`src/rtl/rvl_usr_reg_bank_if.sv`:
```
// User register port and host 4-phase handshake port of the shared register bank.
interface rvl_usr_reg_bank_if #(
    parameter int unsigned ADDR_WIDTH = 16,
    parameter int unsigned DATA_WIDTH = 16
);
    logic                  usr_ce;
    logic                  usr_we;
    logic [ADDR_WIDTH-1:0] usr_addr;
    logic [DATA_WIDTH-1:0] usr_wdata;
    logic [DATA_WIDTH-1:0] usr_rdata;

    logic                  host_req;
    logic                  host_we;
    logic [ADDR_WIDTH-1:0] host_addr;
    logic [DATA_WIDTH-1:0] host_wdata;
    logic                  host_ack;
    logic [DATA_WIDTH-1:0] host_rdata;
    logic                  host_err;

    modport master (
        output usr_ce, usr_we, usr_addr, usr_wdata,
        output host_req, host_we, host_addr, host_wdata,
        input  usr_rdata, host_ack, host_rdata, host_err
    );

    modport slave (
        input  usr_ce, usr_we, usr_addr, usr_wdata,
        input  host_req, host_we, host_addr, host_wdata,
        output usr_rdata, host_ack, host_rdata, host_err
    );
endinterface

```
`src/rtl/rvl_usr_reg_bank.sv`:
```
// Register bank shared by a user register port and a 4-phase host port.
// Optional RVL_REG_WR_CNT_EN: read-only committed-user-write counter at address NUM_REGS.
module rvl_usr_reg_bank #(
    parameter int unsigned ADDR_WIDTH = 16,
    parameter int unsigned DATA_WIDTH = 16,
    parameter int unsigned NUM_REGS   = 16
) (
    input  logic               usr_clk,
    input  logic               usr_rst,
    rvl_usr_reg_bank_if.slave  bus
);

    localparam int unsigned IDX_W = (NUM_REGS > 1) ? $clog2(NUM_REGS) : 1;
    localparam int unsigned AW1   = ADDR_WIDTH + 1;
    // One extra bit so the limit compare never wraps, whatever ADDR_WIDTH is.
    localparam logic [ADDR_WIDTH:0] NREG_LIM = AW1'(NUM_REGS);

    typedef logic [DATA_WIDTH-1:0] data_t;
    typedef enum logic [1:0] {
        ST_IDLE   = 2'd0,
        ST_ACCESS = 2'd1,
        ST_ACK    = 2'd2
    } state_e;

    data_t      regs_q [NUM_REGS];
    state_e     state_q, state_d;
    data_t      usr_rdata_q, usr_rdata_d;
    data_t      host_rdata_q, host_rdata_d;
    logic       host_ack_q, host_ack_d;
    logic       host_err_q, host_err_d;

    logic       usr_in_rng_c, host_in_rng_c;
    logic       usr_wr_c, host_wr_c;
    logic [IDX_W-1:0] usr_idx_c, host_idx_c;
    data_t      usr_rd_val_c, host_rd_val_c;

    assign usr_in_rng_c  = {1'b0, bus.usr_addr}  < NREG_LIM;
    assign host_in_rng_c = {1'b0, bus.host_addr} < NREG_LIM;
    assign usr_idx_c     = bus.usr_addr[IDX_W-1:0];
    assign host_idx_c    = bus.host_addr[IDX_W-1:0];
    assign usr_wr_c      = bus.usr_ce && bus.usr_we && usr_in_rng_c;

`ifdef RVL_REG_WR_CNT_EN
    data_t wr_cnt_q;
    logic  usr_cnt_sel_c, host_cnt_sel_c;

    assign usr_cnt_sel_c  = {1'b0, bus.usr_addr}  == NREG_LIM;
    assign host_cnt_sel_c = {1'b0, bus.host_addr} == NREG_LIM;

    // Saturating count of user writes that actually landed in the bank.
    always_ff @(posedge usr_clk or posedge usr_rst) begin
        if (usr_rst) begin
            wr_cnt_q <= '0;
        end else if (usr_wr_c && (wr_cnt_q != '1)) begin
            wr_cnt_q <= wr_cnt_q + DATA_WIDTH'(1);
        end
    end

    always_comb begin
        usr_rd_val_c  = '0;
        host_rd_val_c = '0;
        if (usr_in_rng_c)        usr_rd_val_c  = regs_q[usr_idx_c];
        else if (usr_cnt_sel_c)  usr_rd_val_c  = wr_cnt_q;
        if (host_in_rng_c)       host_rd_val_c = regs_q[host_idx_c];
        else if (host_cnt_sel_c) host_rd_val_c = wr_cnt_q;
    end
`else
    always_comb begin
        usr_rd_val_c  = '0;
        host_rd_val_c = '0;
        if (usr_in_rng_c)  usr_rd_val_c  = regs_q[usr_idx_c];
        if (host_in_rng_c) host_rd_val_c = regs_q[host_idx_c];
    end
`endif

    // Host FSM next state plus all registered outputs.
    always_comb begin
        state_d      = state_q;
        host_rdata_d = host_rdata_q;
        host_err_d   = host_err_q;
        host_wr_c    = 1'b0;
        usr_rdata_d  = usr_rdata_q;

        if (bus.usr_ce && !bus.usr_we) begin
            usr_rdata_d = usr_rd_val_c;
        end

        case (state_q)
            ST_IDLE: begin
                if (bus.host_req) state_d = ST_ACCESS;
            end
            ST_ACCESS: begin
                if (bus.host_we) begin
                    if (host_in_rng_c) begin
                        // A same-address user write takes priority over the host.
                        if (usr_wr_c && (bus.usr_addr == bus.host_addr)) begin
                            host_err_d = 1'b1;
                        end else begin
                            host_wr_c = 1'b1;
                        end
                    end
                end else begin
                    host_rdata_d = host_rd_val_c;
                end
                state_d = ST_ACK;
            end
            ST_ACK: begin
                if (!bus.host_req) state_d = ST_IDLE;
            end
            default: state_d = ST_IDLE;
        endcase

        host_ack_d = (state_d == ST_ACK);
    end

    always_ff @(posedge usr_clk or posedge usr_rst) begin
        if (usr_rst) begin
            state_q      <= ST_IDLE;
            usr_rdata_q  <= '0;
            host_rdata_q <= '0;
            host_ack_q   <= 1'b0;
            host_err_q   <= 1'b0;
        end else begin
            state_q      <= state_d;
            usr_rdata_q  <= usr_rdata_d;
            host_rdata_q <= host_rdata_d;
            host_ack_q   <= host_ack_d;
            host_err_q   <= host_err_d;
        end
    end

    // Storage; reads see pre-edge values, so read-during-write returns old data.
    always_ff @(posedge usr_clk or posedge usr_rst) begin
        if (usr_rst) begin
            for (int unsigned i = 0; i < NUM_REGS; i++) begin
                regs_q[i] <= '0;
            end
        end else begin
            if (host_wr_c) regs_q[host_idx_c] <= bus.host_wdata;
            if (usr_wr_c)  regs_q[usr_idx_c]  <= bus.usr_wdata;
        end
    end

    assign bus.usr_rdata  = usr_rdata_q;
    assign bus.host_rdata = host_rdata_q;
    assign bus.host_ack   = host_ack_q;
    assign bus.host_err   = host_err_q;

endmodule

```
`src/flat_wrapper.sv`:
```
// flat-port wrapper written by rule: the top's interface ports become plain ports
module rvl_usr_reg_bank_flat 
#(
    parameter int unsigned ADDR_WIDTH = 16,
    parameter int unsigned DATA_WIDTH = 16,
    parameter int unsigned NUM_REGS   = 16
)
  (usr_clk, usr_rst, bus_usr_ce, bus_usr_we, bus_usr_addr, bus_usr_wdata, bus_host_req, bus_host_we, bus_host_addr, bus_host_wdata, bus_usr_rdata, bus_host_ack, bus_host_rdata, bus_host_err);
  rvl_usr_reg_bank_if #(.ADDR_WIDTH(ADDR_WIDTH), .DATA_WIDTH(DATA_WIDTH)) bus_i ();
  input  logic usr_clk;
  input  logic usr_rst;
  input wire logic [$bits(bus_i.usr_ce)-1:0] bus_usr_ce;
  input wire logic [$bits(bus_i.usr_we)-1:0] bus_usr_we;
  input wire logic [$bits(bus_i.usr_addr)-1:0] bus_usr_addr;
  input wire logic [$bits(bus_i.usr_wdata)-1:0] bus_usr_wdata;
  input wire logic [$bits(bus_i.host_req)-1:0] bus_host_req;
  input wire logic [$bits(bus_i.host_we)-1:0] bus_host_we;
  input wire logic [$bits(bus_i.host_addr)-1:0] bus_host_addr;
  input wire logic [$bits(bus_i.host_wdata)-1:0] bus_host_wdata;
  output wire logic [$bits(bus_i.usr_rdata)-1:0] bus_usr_rdata;
  output wire logic [$bits(bus_i.host_ack)-1:0] bus_host_ack;
  output wire logic [$bits(bus_i.host_rdata)-1:0] bus_host_rdata;
  output wire logic [$bits(bus_i.host_err)-1:0] bus_host_err;
  assign bus_i.usr_ce = bus_usr_ce;
  assign bus_i.usr_we = bus_usr_we;
  assign bus_i.usr_addr = bus_usr_addr;
  assign bus_i.usr_wdata = bus_usr_wdata;
  assign bus_i.host_req = bus_host_req;
  assign bus_i.host_we = bus_host_we;
  assign bus_i.host_addr = bus_host_addr;
  assign bus_i.host_wdata = bus_host_wdata;
  assign bus_usr_rdata = bus_i.usr_rdata;
  assign bus_host_ack = bus_i.host_ack;
  assign bus_host_rdata = bus_i.host_rdata;
  assign bus_host_err = bus_i.host_err;
  rvl_usr_reg_bank #(.ADDR_WIDTH(ADDR_WIDTH), .DATA_WIDTH(DATA_WIDTH), .NUM_REGS(NUM_REGS)) u_core (.usr_clk(usr_clk), .usr_rst(usr_rst), .bus(bus_i));
endmodule
```
`config.mk`:
```
export PLATFORM = sky130hd
export DESIGN_NAME = rvl_usr_reg_bank_flat
export DESIGN_NICKNAME = d
export VERILOG_FILES = /design/src/rtl/rvl_usr_reg_bank_if.sv /design/src/rtl/rvl_usr_reg_bank.sv /design/src/flat_wrapper.sv
export SDC_FILE = /design/constraint.sdc
export NUM_CORES = 1
export LEC_CHECK = 0
export BUFFER_PORTS_ARGS = -buffer_cell sky130_fd_sc_hd__buf_2
export CORE_MARGIN = 1
export CORE_UTILIZATION = 40
export CTS_BUF_LIST = sky130_fd_sc_hd__clkbuf_16
export DETAILED_ROUTE_END_ITERATION = 6
export PLACE_DENSITY_LB_ADDON = 0.2
export RECOVER_POWER = 50
export SLEW_MARGIN = 20
export SYNTH_ARGS = -nofsm -noshare
export SYNTH_HDL_FRONTEND = slang
export SYNTH_SLANG_ARGS = --single-unit
```
`constraint.sdc`:
```
create_clock -name usr_clk -period 10.3 [get_ports usr_clk]
set_clock_uncertainty 0.15 [all_clocks]
set_input_delay 0.515 -clock usr_clk [delete_from_list [all_inputs] [get_ports usr_clk]]
set_output_delay 0.515 -clock usr_clk [all_outputs]
set_load 0.1 [all_outputs]
```
=== Word-level counts from Yosys, hierarchy flattened ===
Cells that the tools add are included.

* Input port bits: 70
* Logic and storage cells: 67
* Output and inout bits: 34
* Bits in registers: 292
* Memories kept: 0
* Bits in writable memories: 0
* Latch bits: 0
* ROM bits: 0

* Equality and inequality tests: 4
* $lt $le $gt $ge: 6
* Multiplexer cells: 23
* Reductions and logical operators: 10
* Add/sub/neg operators: 0
* Multipliers: 0
* Divide/modulo/power cells: 0
* Shifts and indexed selects: 0
* Bitwise operators: 3

{| class="wikitable"
|+ Operators with widths
! operator !! number
|-
| bitwise mux 256 bit || 2
|-
| two-way mux 256 bit || 2
|-
| binary-select mux 16 bit (select 4 bit) || 2
|-
| demux 16 bit (select 4 bit) || 2
|-
| two-way mux 16 bit || 8
|-
| less-than comparator 16 x 5 -> 1 bit, second input constant || 2
|-
| equality test 16 bit || 1
|-
| greater-or-equal comparator 5 bit, second input constant || 2
|-
| less-than comparator 5 x 1 -> 1 bit, second input constant || 2
|-
| inverter 4 -> 5 bit || 2
|-
| logical AND 1 bit || 6
|-
| case mux 2 bit (3 select lines) || 1
|-
| equality test 2 bit, second input constant || 2
|-
| two-way mux 1 bit || 4
|-
| two-way mux 2 bit || 2
|-
| AND reduction 4 bit || 1
|-
| equality test 2 x 1 -> 1 bit, second input constant || 1
|-
| logical NOT 2 bit || 1
|-
| AND reduction 2 bit || 1
|-
| logical NOT 1 bit || 1
|-
| inverter 1 bit || 1
|}

=== Logic depth before layout (Yosys ltp) ===
* Depth in word-level cells: 10
* Mapped depth: 9

=== Worst setup path before layout ===
OpenSTA, ideal clock, no wires.

* Kind: input-to-reg
* Start: input port bus_host_addr[13]
* End: register u_core.regs_q[134] (netlist name)
* Setup slack: 7.652 ns
* Arrival: 2.361 ns
* Cell stages on the path: 8
* Path through: nor4_1 > and3_2 > nand3_4 > buf_12 > a2111oi_4 > buf_8 > mux2i_1 > a21oi_1

* Word-level cells in the longest chain between the ends: 9
* Elaborated cells on any way between the ends: 10

{| class="wikitable"
|+ RTL lines
! what !! RTL line !! text
|-
| from (decl) || flat_wrapper.sv:18 || <nowiki>input wire logic [$bits(bus_i.host_addr)-1:0] bus_host_addr;</nowiki>
|-
| branches (longest 3 deep; another with less-than comparator 16 x 5 -> 1 bit) || - ||
|-
| two-way mux 1 bit * || rvl_usr_reg_bank.sv:94 || <nowiki>if (host_in_rng_c) begin</nowiki>
|-
| two-way mux 1 bit * || rvl_usr_reg_bank.sv:93 || <nowiki>if (bus.host_we) begin</nowiki>
|-
| two-way mux 1 bit * || rvl_usr_reg_bank.sv:88 || <nowiki>case (state_q)</nowiki>
|-
| two-way mux 256 bit * || rvl_usr_reg_bank.sv:139 || <nowiki>if (host_wr_c) regs_q[host_idx_c] <= bus.host_wdata;</nowiki>
|-
| bitwise mux 256 bit || rvl_usr_reg_bank.sv:140 || <nowiki>if (usr_wr_c) regs_q[usr_idx_c] <= bus.usr_wdata;</nowiki>
|-
| two-way mux 256 bit * || rvl_usr_reg_bank.sv:140 ||
|-
| to (signal, indexed assignment) || rvl_usr_reg_bank.sv:139 ||
|-
| to (signal, indexed assignment) || rvl_usr_reg_bank.sv:140 ||
|-
| to (decl) || rvl_usr_reg_bank.sv:25 || <nowiki>data_t regs_q [NUM_REGS];</nowiki>
|}

Mark *: on every way between the ends.
A chain may end at the register's enable or synchronous reset.

=== Worst setup path in the final report ===
* Start: input port bus_usr_addr[0]
* End: register u_core.regs_q[188] (netlist name)

* Word-level cells in the longest chain between the ends: 10
* Elaborated cells on any way between the ends: 17

{| class="wikitable"
|+ RTL lines
! what !! RTL line !! text
|-
| from (decl) || flat_wrapper.sv:14 || <nowiki>input wire logic [$bits(bus_i.usr_addr)-1:0] bus_usr_addr;</nowiki>
|-
| less-than comparator 16 x 5 -> 1 bit || rvl_usr_reg_bank.sv:37 || <nowiki>assign usr_in_rng_c = {1'b0, bus.usr_addr} < NREG_LIM;</nowiki>
|-
| logical AND 1 bit || rvl_usr_reg_bank.sv:41 || <nowiki>assign usr_wr_c = bus.usr_ce && bus.usr_we && usr_in_rng_c;</nowiki>
|-
| logical AND 1 bit || rvl_usr_reg_bank.sv:96 || <nowiki>if (usr_wr_c && (bus.usr_addr == bus.host_addr)) begin</nowiki>
|-
| two-way mux 1 bit || rvl_usr_reg_bank.sv:96 ||
|-
| two-way mux 1 bit || rvl_usr_reg_bank.sv:94 ||
|-
| two-way mux 1 bit || rvl_usr_reg_bank.sv:93 ||
|-
| two-way mux 1 bit || rvl_usr_reg_bank.sv:88 ||
|-
| two-way mux 256 bit || rvl_usr_reg_bank.sv:139 ||
|-
| bitwise mux 256 bit || rvl_usr_reg_bank.sv:140 ||
|-
| two-way mux 256 bit * || rvl_usr_reg_bank.sv:140 ||
|}

Mark *: on every way between the ends. The rest lies on a longest branch, timed or not.

==> reports/metrics.csv <==
stage,metric,value,unit
outcome,status,"complete, but fails checks",
outcome,violations,"capacitance limit, slew limit",
global_route,grt_pass1_vias,12855,
sta,hold_viol,0,
min_path,hold_path_depth,2,
clock_network,cts_resized,0,
final_layout,mostFrequentLayoutCell,dfrtp_1,
final_layout,utilization,44.75,%
die,io-pin-count,104,
final_layout,drive_gt1_share,21.31,%
min_path,hold_path_class,in2reg,
critical_path,crit_type,in2reg,
sta,min_period_over_period,52.78,%
clock_network,clk_pin_slew_worst_paths,60,ps
routing,avgRoutedWirePerCell,26.82,um
critical_path,rr_worst_depth,6,
sta,rsz0062_at_grt,no,
die,die_x,214.2,um
place,place.gp.congestion,0.8385,
critical_path,rrSetupSlack,7180,ps
place,place_ws,6308,ps
job,drv_cap,2,
clock_network,clk_latency,530,ps
routing,drtPass1Iterations,5,
clock_network,numCtsBuffers,35,
routing,drt_wl_total,59420,um
critical_path,crit_fanout,40,
sta,tightestPinTransition,4133,ps
critical_path,required,10560,ps
place,place.detailed.hpwl,36420,um
die,core_region_area,44320,um2
routing,drtIter0Drc,1147,
critical_path,end_kind,flop,
clock_network,cts.sinks,292,
final_layout,layout_common_cells,"dfrtp_1, nor2_1, mux2i_1, a21oi_1, mux4_2",
die,rows,77,
final_layout,area_delta_synth_final,10.11,%
routing,vias_per_cell,5.857,
global_route,grt_pass1_wl,88930,um
synthesis,yosysSeqAreaShare,40.57,%
sta,clock.fmax,183.9,MHz
final_layout,nets,1665,
power_and_ir_drop,p_per_area,132.5,nW/um2
synthesis,synth_nets,1651,
global_route,grt_antenna_before_repair,6,
synthesis,synth_cells,1581,
sta,timing.final.ws_setup,4864,ps
sta,period_minus_slack,5436,ps
critical_path,critPathLaunchType,input pin,
synthesis,synth-seq-cells,292,
die,initial_core_util,40.64,%
clock_network,cts_hold_buffers,1,
clock_network,ctsHtreeMaxLevel,2,
power_and_ir_drop,p_leak,7.896,nW
die,die_y,214.2,um
place,portBuffers,103,
clock_network,cts_tree,built,
global_route,grt_start_max_net_pins,87,
synthesis,avgSynthCellArea,11.39,um2
critical_path,crit_arrival,5690,ps
synthesis,netlist_area,18010,um2
clock_network,postCtsSetupBuffers,0,
sta,relSlewSlack,-177.1,%
synthesis,ys_types,37,
clock_network,clock_path_buffers,3,
power_and_ir_drop,ir_drop,0.00008700,V
global_route,track_usage,26.13,%
synthesis,yosys_warnings,0,
routing,drcViolationCount,0,
sta,tns,0,ps
routing,vias,12973,
final_layout,fill_cells,4208,
clock_network,root_buffer,clkbuf_16,
sta,setup_viol,0,
global_route,overflow,0,
die,die_area,45880,um2
sta,final_max_slew_viol_count,128,
routing,final_antenna_net_count,0,
power_and_ir_drop,finalPower,0.002628,W
[path summary, 6_finish.rpt]
check | startpoint | endpoint
hold reg to reg | u_core.state_q[0] | u_core.state_q[0]
max in group asynchronous | usr_rst | u_core.regs_q[221]
setup reg to reg | u_core.state_q[1] | u_core.regs_q[188]
min in group asynchronous | usr_rst | u_core.regs_q[216]
setup / recovery | bus_usr_addr[0] | u_core.regs_q[188]
hold / removal | bus_host_req | u_core.state_q[0]
[routing by layer]
layer / wire (um) / GRT usage, %
met5: 27 / 0
met4: 1712 / 8.167
met3: 4312 / 5.191
met2: 27890 / 41.04
met1: 25480 / 36.48
[stage by stage]
stage               instance area (um2)  cells  hold WS, ps
finish                            19830   2215        96.80
global route                      19820   2211        96.46
CTS                               19880   2211        78.87
detailed placement                18710   2149        306.2
global placement                  18710   2149        284.0
floorplan                         18010   1581        265.5
[registers in the layout, summed over array words and instances, names as in the netlist]
register and count:
u_core.bus.usr_rdata 16, u_core.regs_q 256, u_core.state_q 2, u_core.bus.host_ack 1, u_core.bus.host_err 1, u_core.bus.host_rdata 16
[cells by family (layout without fill, tap and decap cells)]
| kind of cell | after synthesis | in the layout | synth area share, % |
|---|---|---|---|
| AND/OR/NAND/NOR | 349 | 349 | 8.302 |
| buffers and inverters | 203 | 241 | 5.627 |
| flip-flops | 292 | 292 | 40.57 |
| other | 0 | 4 | 0 |
| multiplexers | 416 | 416 | 34.23 |
| AO/OA/AOI/OAI | 305 | 305 | 10.49 |
| XOR/XNOR | 16 | 16 | 0.7780 |
[critical path, cell delays in order]
cell	delay, ps
clkbuf_1	2480
xnor2_1	270
nand4_1	320
nor3_4	60
buf_4	260
a2111oi_4	1050
buf_4	400
mux2i_1	220
a21oi_1	90
[layout make-up]
class | instances | area (um2) | area share (%)
multi-input combinational | 1086 | 9684 | 48.83
sequential | 292 | 7307 | 36.85
clock buffer | 37 | 925.9 | 4.669
timing repair buffer | 146 | 808.3 | 4.076
tap | 592 | 740.7 | 3.735
clock inverter | 24 | 226.5 | 1.142
inverter | 34 | 128.9 | 0.6498
antenna | 4 | 10.01 | 0.05047
[report_power, final]
| part | switching [W] | internal [W] |
|---|---|---|
| Combinational | 0.000144 | 0.0000506 |
| Sequential | 0.00000279 | 0.00115 |
| Clock | 0.000508 | 0.000770 |
| Total | 0.000655 | 0.00197 |
[synthesized netlist by cell type]
cell       instances  area share (%)
and3_2             1           0.042
o21bai_1           1           0.042
and2b_1            1           0.042
buf_2             15            0.42
nand3_1            5            0.14
nand2_1           49             1.0
nor3b_1            3            0.13
nor2_1           258             5.4
a21oi_1          256             7.1
nor4_2             2            0.14
clkbuf_1          95             2.0
nand4_1            3            0.10
a2111oi_4         16             2.4
or2_2              3            0.10
mux4_2           160              20
inv_1             34            0.71
nand3_4            1           0.097
nor3_1             2           0.056
buf_6             20             1.3
nand3b_1           1           0.042
buf_8              2            0.17
nand2b_1           8            0.28
nor4_1             3            0.10
buf_12             2            0.22
nor4_4             1            0.12
mux2i_1          256              14
nor3_4             1           0.090
nor2_8             1            0.11
nand4_2            3            0.21
nor2b_1            2           0.069
and2_1             1           0.035
clkbuf_2           1           0.028
dfrtp_1          292              41
xnor2_1           16            0.78
o21ai_0           32            0.89
buf_1             27            0.56
buf_4              7            0.29
(Power assumes the default switching activity.)
